==> config.mk <==
export PLATFORM = sky130hd
export DESIGN_NAME = alu_seq_flat
export DESIGN_NICKNAME = d
export VERILOG_FILES = /design/src/rtl/alu_seq_if.sv /design/src/rtl/alu_seq.sv /design/src/flat_wrapper.sv
export SDC_FILE = /design/constraint.sdc
export NUM_CORES = 1
export LEC_CHECK = 0
export CORE_MARGIN = 4
export CORE_UTILIZATION = 42
export DETAILED_ROUTE_END_ITERATION = 7
export PLACE_DENSITY = 0.9
export SYNTH_ARGS = -nofsm -noshare
export SYNTH_HDL_FRONTEND = slang
export SYNTH_SLANG_ARGS = --single-unit
export TNS_END_PERCENT = 10
==> constraint.sdc <==
create_clock -name clk_n -period 1.8 [get_ports clk_n]
set_input_delay 0.36 -clock clk_n [delete_from_list [all_inputs] [get_ports clk_n]]
set_output_delay 0.36 -clock clk_n [all_outputs]
set_load 0.005 [all_outputs]
==> src/rtl/alu_seq_if.sv <==
// Request/result handshake bundle between a client and the alu_seq sequencer.
interface alu_seq_if;
    logic        in_valid;
    logic        in_ready;
    logic [3:0]  in_op;
    logic [15:0] in_a;
    logic [15:0] in_b;
    logic        res_valid;
    logic        res_ready;
    logic [15:0] res_data;
    logic        res_z;
    logic        res_err;

    modport master (
        output in_valid, in_op, in_a, in_b, res_ready,
        input  in_ready, res_valid, res_data, res_z, res_err
    );

    modport slave (
        input  in_valid, in_op, in_a, in_b, res_ready,
        output in_ready, res_valid, res_data, res_z, res_err
    );
endinterface

==> src/rtl/alu_seq.sv <==
// Sequencer that issues one operation at a time to an external registered ALU.
// Optional macro ALU_SEQ_TRAP_EN: op 15 completes immediately with res_err = 1.
//
// state   | meaning
// IDLE    | in_ready = 1, waiting for a request
// ISSUE   | decoded opcode and latched operands presented to the ALU
// CAPTURE | ALU result registered into res_data/res_z
// DONE    | res_valid = 1, waiting for res_ready
module alu_seq (
    input  logic        clk_n,
    input  logic        rst_n,
    alu_seq_if.slave    bus,
    output logic [10:0] alu_opcode,
    output logic [15:0] alu_a,
    output logic [15:0] alu_b,
    input  logic [15:0] alu_out,
    input  logic        alu_z,
    output logic [15:0] op_count
);

    localparam logic [10:0] OPC_NOOP = 11'b00000000001;

    typedef enum logic [1:0] {IDLE, ISSUE, CAPTURE, DONE} state_t;

    state_t      state;
    state_t      state_nxt;
    logic [3:0]  op_q;
    logic [15:0] a_q;
    logic [15:0] b_q;
    logic [15:0] data_q;
    logic        z_q;
    logic [15:0] count_q;
    logic        accept;
    logic        trap_op;

    function automatic logic [10:0] decode(input logic [3:0] op);
        case (op)
            4'd0:    decode = 11'b00000000001;
            4'd1:    decode = 11'b00000000010;
            4'd2:    decode = 11'b00000000100;
            4'd3:    decode = 11'b00000001000;
            4'd4:    decode = 11'b00000010000;
            4'd5:    decode = 11'b00000100000;
            4'd6:    decode = 11'b00001000000;
            4'd7:    decode = 11'b00010000000;
            4'd8:    decode = 11'b00100000000;
            4'd9:    decode = 11'b01000000000;
            4'd10:   decode = 11'b10000000000;
            4'd11:   decode = 11'b11111111000;
            4'd12:   decode = 11'b11111111110;
            4'd13:   decode = 11'b11111111101;
            4'd14:   decode = 11'b11111111011;
            default: decode = OPC_NOOP;
        endcase
    endfunction

    assign accept = (state == IDLE) && bus.in_valid;

`ifdef ALU_SEQ_TRAP_EN
    assign trap_op = (bus.in_op == 4'hF);
`else
    assign trap_op = 1'b0;
`endif

    always_ff @(posedge clk_n or negedge rst_n) begin
        if (!rst_n) begin
            state <= IDLE;
        end else begin
            state <= state_nxt;
        end
    end

    always_comb begin
        state_nxt = state;
        case (state)
            IDLE:    if (bus.in_valid) state_nxt = trap_op ? DONE : ISSUE;
            ISSUE:   state_nxt = CAPTURE;
            CAPTURE: state_nxt = DONE;
            DONE:    if (bus.res_ready) state_nxt = IDLE;
            default: state_nxt = IDLE;
        endcase
    end

    assign bus.in_ready  = (state == IDLE);
    assign bus.res_valid = (state == DONE);
    assign alu_opcode    = (state == ISSUE) ? decode(op_q) : OPC_NOOP;
    assign alu_a         = a_q;
    assign alu_b         = b_q;
    assign bus.res_data  = data_q;
    assign bus.res_z     = z_q;
    assign op_count      = count_q;

    // Trapped requests leave the operand registers alone so the ALU never sees them.
    always_ff @(posedge clk_n or negedge rst_n) begin
        if (!rst_n) begin
            op_q   <= 4'd0;
            a_q    <= 16'd0;
            b_q    <= 16'd0;
            data_q <= 16'd0;
            z_q    <= 1'b0;
        end else begin
            if (accept && !trap_op) begin
                op_q <= bus.in_op;
                a_q  <= bus.in_a;
                b_q  <= bus.in_b;
            end
            if (accept && trap_op) begin
                data_q <= 16'd0;
                z_q    <= 1'b1;
            end else if (state == CAPTURE) begin
                data_q <= alu_out;
                z_q    <= alu_z;
            end
        end
    end

`ifdef ALU_SEQ_TRAP_EN
    logic err_q;

    always_ff @(posedge clk_n or negedge rst_n) begin
        if (!rst_n) begin
            err_q <= 1'b0;
        end else if (accept) begin
            err_q <= trap_op;
        end
    end

    assign bus.res_err = err_q;
`else
    assign bus.res_err = 1'b0;
`endif

    always_ff @(posedge clk_n or negedge rst_n) begin
        if (!rst_n) begin
            count_q <= 16'd0;
        end else if ((state == DONE) && bus.res_ready) begin
            count_q <= count_q + 16'd1;
        end
    end

endmodule
==> src/flat_wrapper.sv <==
// flat-port wrapper written by rule: the top's interface ports become plain ports
module alu_seq_flat 
  (clk_n, rst_n, alu_opcode, alu_a, alu_b, alu_out, alu_z, op_count, bus_in_valid, bus_in_op, bus_in_a, bus_in_b, bus_res_ready, bus_in_ready, bus_res_valid, bus_res_data, bus_res_z, bus_res_err);
  alu_seq_if bus_i ();
  input  logic clk_n;
  input  logic rst_n;
  output logic [10:0] alu_opcode;
  output logic [15:0] alu_a;
  output logic [15:0] alu_b;
  input  logic [15:0] alu_out;
  input  logic alu_z;
  output logic [15:0] op_count;
  input wire logic [$bits(bus_i.in_valid)-1:0] bus_in_valid;
  input wire logic [$bits(bus_i.in_op)-1:0] bus_in_op;
  input wire logic [$bits(bus_i.in_a)-1:0] bus_in_a;
  input wire logic [$bits(bus_i.in_b)-1:0] bus_in_b;
  input wire logic [$bits(bus_i.res_ready)-1:0] bus_res_ready;
  output wire logic [$bits(bus_i.in_ready)-1:0] bus_in_ready;
  output wire logic [$bits(bus_i.res_valid)-1:0] bus_res_valid;
  output wire logic [$bits(bus_i.res_data)-1:0] bus_res_data;
  output wire logic [$bits(bus_i.res_z)-1:0] bus_res_z;
  output wire logic [$bits(bus_i.res_err)-1:0] bus_res_err;
  assign bus_i.in_valid = bus_in_valid;
  assign bus_i.in_op = bus_in_op;
  assign bus_i.in_a = bus_in_a;
  assign bus_i.in_b = bus_in_b;
  assign bus_i.res_ready = bus_res_ready;
  assign bus_in_ready = bus_i.in_ready;
  assign bus_res_valid = bus_i.res_valid;
  assign bus_res_data = bus_i.res_data;
  assign bus_res_z = bus_i.res_z;
  assign bus_res_err = bus_i.res_err;
  alu_seq u_core (.clk_n(clk_n), .rst_n(rst_n), .bus(bus_i), .alu_opcode(alu_opcode), .alu_a(alu_a), .alu_b(alu_b), .alu_out(alu_out), .alu_z(alu_z), .op_count(op_count));
endmodule
Word-level counts from Yosys, hierarchy flattened
Memories as Yosys holds them, arrays and structs flattened.
Cells that the tools add are included.
- register bits: 71
- memory bits (read-only): 176
- bits of input ports: 57
- logic and storage cells: 22
- memories: 1
- memory list (name ; words ; width ; rd ports ; clocked after Yosys merged registers in ; write ports ; line ; RTL):
    (no name shown) ; 16 ; 11 ; 1 ; 0 ; 0 ; alu_seq.sv:37 ; case (op)
- add/subtract/negate cells: 1
- equality and inequality tests: 5
- multiplexer cells: 4
- reductions and logical operators: 4
- operator list (kind ; count):
    16-bit by 1-bit adder with 16-bit output, second input constant ; 1
    11-bit 2-to-1 mux ; 1
    2-bit case mux with 4 select lines ; 1
    2-bit equality test, second input constant ; 2
    2-bit 2-to-1 mux ; 2
    2-bit inequality test, second input constant ; 2
    2-bit by 1-bit equality test with 1-bit output, second input constant ; 1
    1-bit logical AND ; 2
    2-bit zero test ; 1
    2-bit AND reduction ; 1

Longest topological paths before layout
- depth after elaboration: 3
- mapped depth: 6

Worst setup path after synthesis
Ideal clock, no wire load.
- kind: register -> register
- start: reg u_core.state[0]
- end: reg u_core.a_q[0] (netlist: u_core.alu_a[0])
- setup time: 125 ps
- arrival: 1469 ps
- slack: 206 ps
- cell stages (with the launch flop): 6
- buffers on the path: 1
- clock period less this slack: 1594 ps
- path through: dfrtp_1 -> inv_1 -> ha_1 -> nand2_1 -> buf_2 -> mux2_2
- longest elaborated chain between the ends: 2
- ends and longest elaborated chain (element ; line ; RTL):
    start, declared ; alu_seq.sv:25 ; state_t state;
    start signal, assigned ; alu_seq.sv:69 ; state <= state_nxt;
    2-bit zero test ; - ;
    named net bus_in_ready ; flat_wrapper.sv:18 ; output wire logic [$bits(bus_i.in_ready)-1:0] bus_in_ready;
    1-bit logical AND ; alu_seq.sv:57 ; assign accept = (state == IDLE) && bus.in_valid;
    end signal, assigned ; alu_seq.sv:104 ; a_q <= bus.in_a;
    end, declared ; alu_seq.sv:28 ; logic [15:0] a_q;
The timed path passes the listed nets, and every way through them passes these cells.
A chain may end at the register's enable or synchronous reset.

Worst setup path after layout
- start: reg u_core.op_q[0]
- end: out alu_opcode[6]
- longest elaborated chain between the ends: 2
- ends and longest elaborated chain (element ; line ; RTL):
    start, declared ; alu_seq.sv:27 ; logic [3:0] op_q;
    start signal, assigned ; alu_seq.sv:103 ; op_q <= bus.in_op;
    memory 16 x 11 bit ; - ;
    11-bit 2-to-1 mux ; alu_seq.sv:86 ; assign alu_opcode = (state == ISSUE) ? decode(op_q) : OPC_NOOP;
    end, declared ; flat_wrapper.sv:7 ; output logic [10:0] alu_opcode;
Every way passes these cells.

==> impl_results.rst <==
.. list-table::
   :header-rows: 1

   * - Metric
     - Value
   * - RSZ-0062 raised after global routing
     - yes
   * - Largest net degree at the start of global routing
     - 38
   * - Detailed placer's ending HPWL
     - 5.82 mm
   * - Clock Skew
     - 0.00697 ns
   * - Total Routing Usage GR
     - 19.4%
   * - Number of hold-slack violations in the final timing report
     - 0
   * - Number of diodes
     - 0
   * - Post-detailed-routing wire length
     - 8.11 mm
   * - Max-cap viol count
     - 0
   * - Most numerous cell types in the synthesized netlist
     - sky130_fd_sc_hd__dfrtp_1, sky130_fd_sc_hd__mux2_2, sky130_fd_sc_hd__nand2_1, sky130_fd_sc_hd__ha_1, sky130_fd_sc_hd__xor2_1
   * - VDD IR-drop max
     - 0.664 mV
   * - Leading register cell type out of synthesis
     - sky130_fd_sc_hd__dfrtp_1
   * - Buffer levels on the longest clock path
     - 2
   * - Total non-filler cell area in the finished layout
     - 0.00504 mm^2
   * - Chip Width
     - 93.9 um
   * - Clock transition at the register clock pins on the worst setup and hold paths after CTS
     - 0.07 ns
   * - Number of clock sinks
     - 71
   * - Critical path type
     - reg2out
   * - Cell Chain, Critical Path
     - ha_4 -> nor2b_4 -> buf_4 -> o21ai_1 -> a21boi_1 -> buf_2
   * - Number of vias in the routed layout
     - 2345
   * - Leak
     - 2.20 nW
   * - Chip Height
     - 93.9 um
   * - Drt drc
     - 0
   * - Worst min-delay path class
     - reg2reg
   * - Outcome
     - complete, but fails checks
   * - Post-synthesis cell type count
     - 32
   * - Worst hold slack across all endpoints
     - 0.501 ns
   * - Depth of the CTS H-tree
     - 3
   * - Share of final-layout standard cells stronger than drive strength 1
     - 34.6%
   * - Violated checks
     - negative setup slack
   * - Synth Cell Area
     - 0.00310 mm^2
   * - Die area
     - 0.00881 mm^2
   * - Inserted Clock Buffers
     - 9
   * - Initial antenna violation count
     - 0
   * - Number of rows in the core area
     - 31
   * - TritonCTS clock tree
     - yes
   * - Critical Path RT
     - 1.44 ns
   * - Post-synth top area share
     - 57.4%
   * - Dominant cell by count in the synthesized netlist
     - sky130_fd_sc_hd__dfrtp_1
   * - Shortest clock period the worst path allows after layout
     - 2.00 ns
   * - Setup crit end kind
     - output port
   * - Remaining antenna violation count
     - 0
   * - Average routed wire per standard cell
     - 16.4 um
   * - Smallest setup slack after layout
     - -0.198 ns
   * - Post-synth top area cell
     - sky130_fd_sc_hd__dfrtp_1
   * - Number of enable flip-flop cells after synthesis
     - 0
   * - Cell type of the slowest stage on the worst timing path
     - sky130_fd_sc_hd__dfrtp_2
   * - First-pass detailed-route iteration total
     - 4
   * - Post-placement cell area
     - 0.00469 mm^2
   * - Global-route wire length before repair
     - 13.2 mm
   * - Core footprint
     - 0.00721 mm^2
   * - Critical path startpoint category
     - flop
   * - Port-buffer cells
     - 134
   * - Clock root buffer
     - sky130_fd_sc_hd__clkbuf_8
   * - Number of vias per cell
     - 4.74
   * - Post-Synthesis Cells
     - 228
   * - Final net count
     - 460
   * - Post-synthesis register bit count
     - 71
   * - Ys Warns
     - 0
   * - Max Clk Rate
     - 0.500 GHz
   * - Via count of the first global-routing pass
     - 2687
   * - Delay of the slowest cell on the worst path
     - 0.47 ns
   * - Count of boundary I/O pins
     - 136
   * - Final count of pins violating max slew
     - 0
   * - Final-report setup violation count
     - 9
   * - Areal power density over the cells
     - 1590 mW/mm^2
   * - Area added between synthesis and finish
     - 62.7%
   * - Source-to-sink clock delay at the later pin of the worst-skew pair
     - 0.33 ns
   * - Final clock period utilization by the worst path
     - 111%
   * - Starting density of the core
     - 42.9%
   * - Number of nets produced by synthesis
     - 296
   * - Portion of the post-synthesis area used by sequential elements
     - 57.4%
   * - Crit path arrival time
     - 1.64 ns
   * - Weighted congestion reported at the end of routability-driven placement
     - 0.799
   * - Largest driver fanout on the critical path
     - 4
   * - Average size of a mapped cell
     - 13.6 um^2
   * - Ranking of synthesized cells by area
     - sky130_fd_sc_hd__dfrtp_1, sky130_fd_sc_hd__mux2_2, sky130_fd_sc_hd__ha_1
   * - Share of async-settable or async-resettable flops after synthesis
     - 100%
   * - Initial detailed-routing violation count
     - 53
   * - Remaining global-route overflow
     - 0
[critical path, delay by kind of cell, from the launching register on]
| family | cells | cell delay (ns) |
|---|---|---|
| flops | 1 | 0.47 |
| buf+inv | 2 | 0.28 |
| compound gates | 2 | 0.23 |
| fa+ha+maj | 1 | 0.20 |
| simple gates | 1 | 0.13 |
[cells in the final DEF, fill, tap and decap left out, types with 2 or more instances in the layout]
cell type	n
sky130_fd_sc_hd__a21boi_1	4
sky130_fd_sc_hd__a21oi_2	3
sky130_fd_sc_hd__and2_1	2
sky130_fd_sc_hd__and3_1	3
sky130_fd_sc_hd__buf_12	2
sky130_fd_sc_hd__buf_2	10
sky130_fd_sc_hd__buf_4	21
sky130_fd_sc_hd__buf_6	3
sky130_fd_sc_hd__clkbuf_1	2
sky130_fd_sc_hd__clkbuf_8	9
sky130_fd_sc_hd__clkdlybuf4s50_1	120
sky130_fd_sc_hd__clkinv_2	2
sky130_fd_sc_hd__dfrtp_1	67
sky130_fd_sc_hd__dfrtp_2	4
sky130_fd_sc_hd__dlygate4sd2_1	2
sky130_fd_sc_hd__ha_1	2
sky130_fd_sc_hd__ha_2	3
sky130_fd_sc_hd__ha_4	6
sky130_fd_sc_hd__inv_1	3
sky130_fd_sc_hd__inv_4	2
sky130_fd_sc_hd__mux2_2	54
sky130_fd_sc_hd__nand2_1	14
sky130_fd_sc_hd__nand2b_4	2
sky130_fd_sc_hd__nand3_1	3
sky130_fd_sc_hd__nand4_1	3
sky130_fd_sc_hd__nor2_1	3
sky130_fd_sc_hd__nor2b_1	2
sky130_fd_sc_hd__nor2b_4	3
sky130_fd_sc_hd__o21ai_1	3
sky130_fd_sc_hd__o2bb2ai_1	2
sky130_fd_sc_hd__xnor2_1	7
sky130_fd_sc_hd__xor2_1	8
[area by class of cell]
| class | count | area (um^2) |
|---|---|---|
| fillers | 540 | 2170 |
| well taps | 99 | 124 |
| multi-input cells | 144 | 1410 |
| repair buffers | 160 | 1520 |
| clock inverters | 4 | 47.5 |
| clock buffers | 11 | 131 |
| inverters | 6 | 27.5 |
| flip-flops and latches | 71 | 1780 |
[flip-flops by register name, indices dropped and copies added (netlist names)]
signal	flops
u_core.alu_a	16
u_core.bus.res_data	16
u_core.op_q	4
u_core.op_count	16
u_core.state	2
u_core.bus.res_z	1
u_core.alu_b	16
[report_power, final]
part | internal (mW) | switching (mW) | leakage (nW)
Clock | 0.629 | 0.572 | 0.0892
Combinational | 2.62 | 1.47 | 1.25
Sequential | 2.30 | 0.426 | 0.861
[final timing paths]
check	startpoint	to	slack [ns]	depth (start not counted)
min reg2reg	u_core.op_count[15]	u_core.op_count[15]	0.50	1
min in group asynchronous	rst_n	u_core.alu_b[7]	0.55	2
max	u_core.op_q[0]	alu_opcode[6]	-0.20	6
min	u_core.op_count[15]	u_core.op_count[15]	0.50	1
max in group asynchronous	rst_n	u_core.op_q[2]	0.69	3
max reg2reg	u_core.state[0]	u_core.op_count[9]	0.14	6
[stage by stage]
step / power [mW] / cells / setup TNS [ns] / setup slack, ns / util, %
2_1_floorplan: 4.21 / 228 / 0 / 0.206 / -
3_3_place_gp: 6.23 / 473 / -1.52 / -0.230 / 65.0
3_5_place_dp: 6.39 / 473 / -2.47 / -0.330 / 65.0
4_1_cts: 7.92 / 496 / -1.46 / -0.234 / 69.4
5_1_grt: 8.53 / 495 / -2.22 / -0.277 / 69.9
6_report: 8.01 / 495 / -1.52 / -0.198 / 69.9
[cells by family after synthesis]
logic type	share of synthesized area [%]
flip-flops	57.4
multiplexers	20.0
adder cells (fa/ha/maj)	4.44
other	0.121
AO/OA/AOI/OAI	3.43
buffers and inverters	1.90
AND/OR/NAND/NOR	8.53
XOR/XNOR	4.24
[layer usage]
metal	track usage, %	wire length, um	vias to the layer above
li1	-	-	1113
met1	22.0	3110	1141
met2	34.2	4440	76
met3	4.17	383	15
met4	9.63	172	0
met5	0	0	-
[what timing repair did]
| item | in CTS | in global routing |
|---|---|---|
| endpoints found under the setup margin | 13 | 13 |
| pin swaps | 8 | 8 |
| hold buffers | 1 | 0 |
| setup buffers | 7 | 0 |
| endpoints found under the hold margin | 36 | 0 |
| gates resized for setup | 83 | 10 |
| cloned | 0 | 0 |
Note: power is estimated with default switching activity, not from simulation.
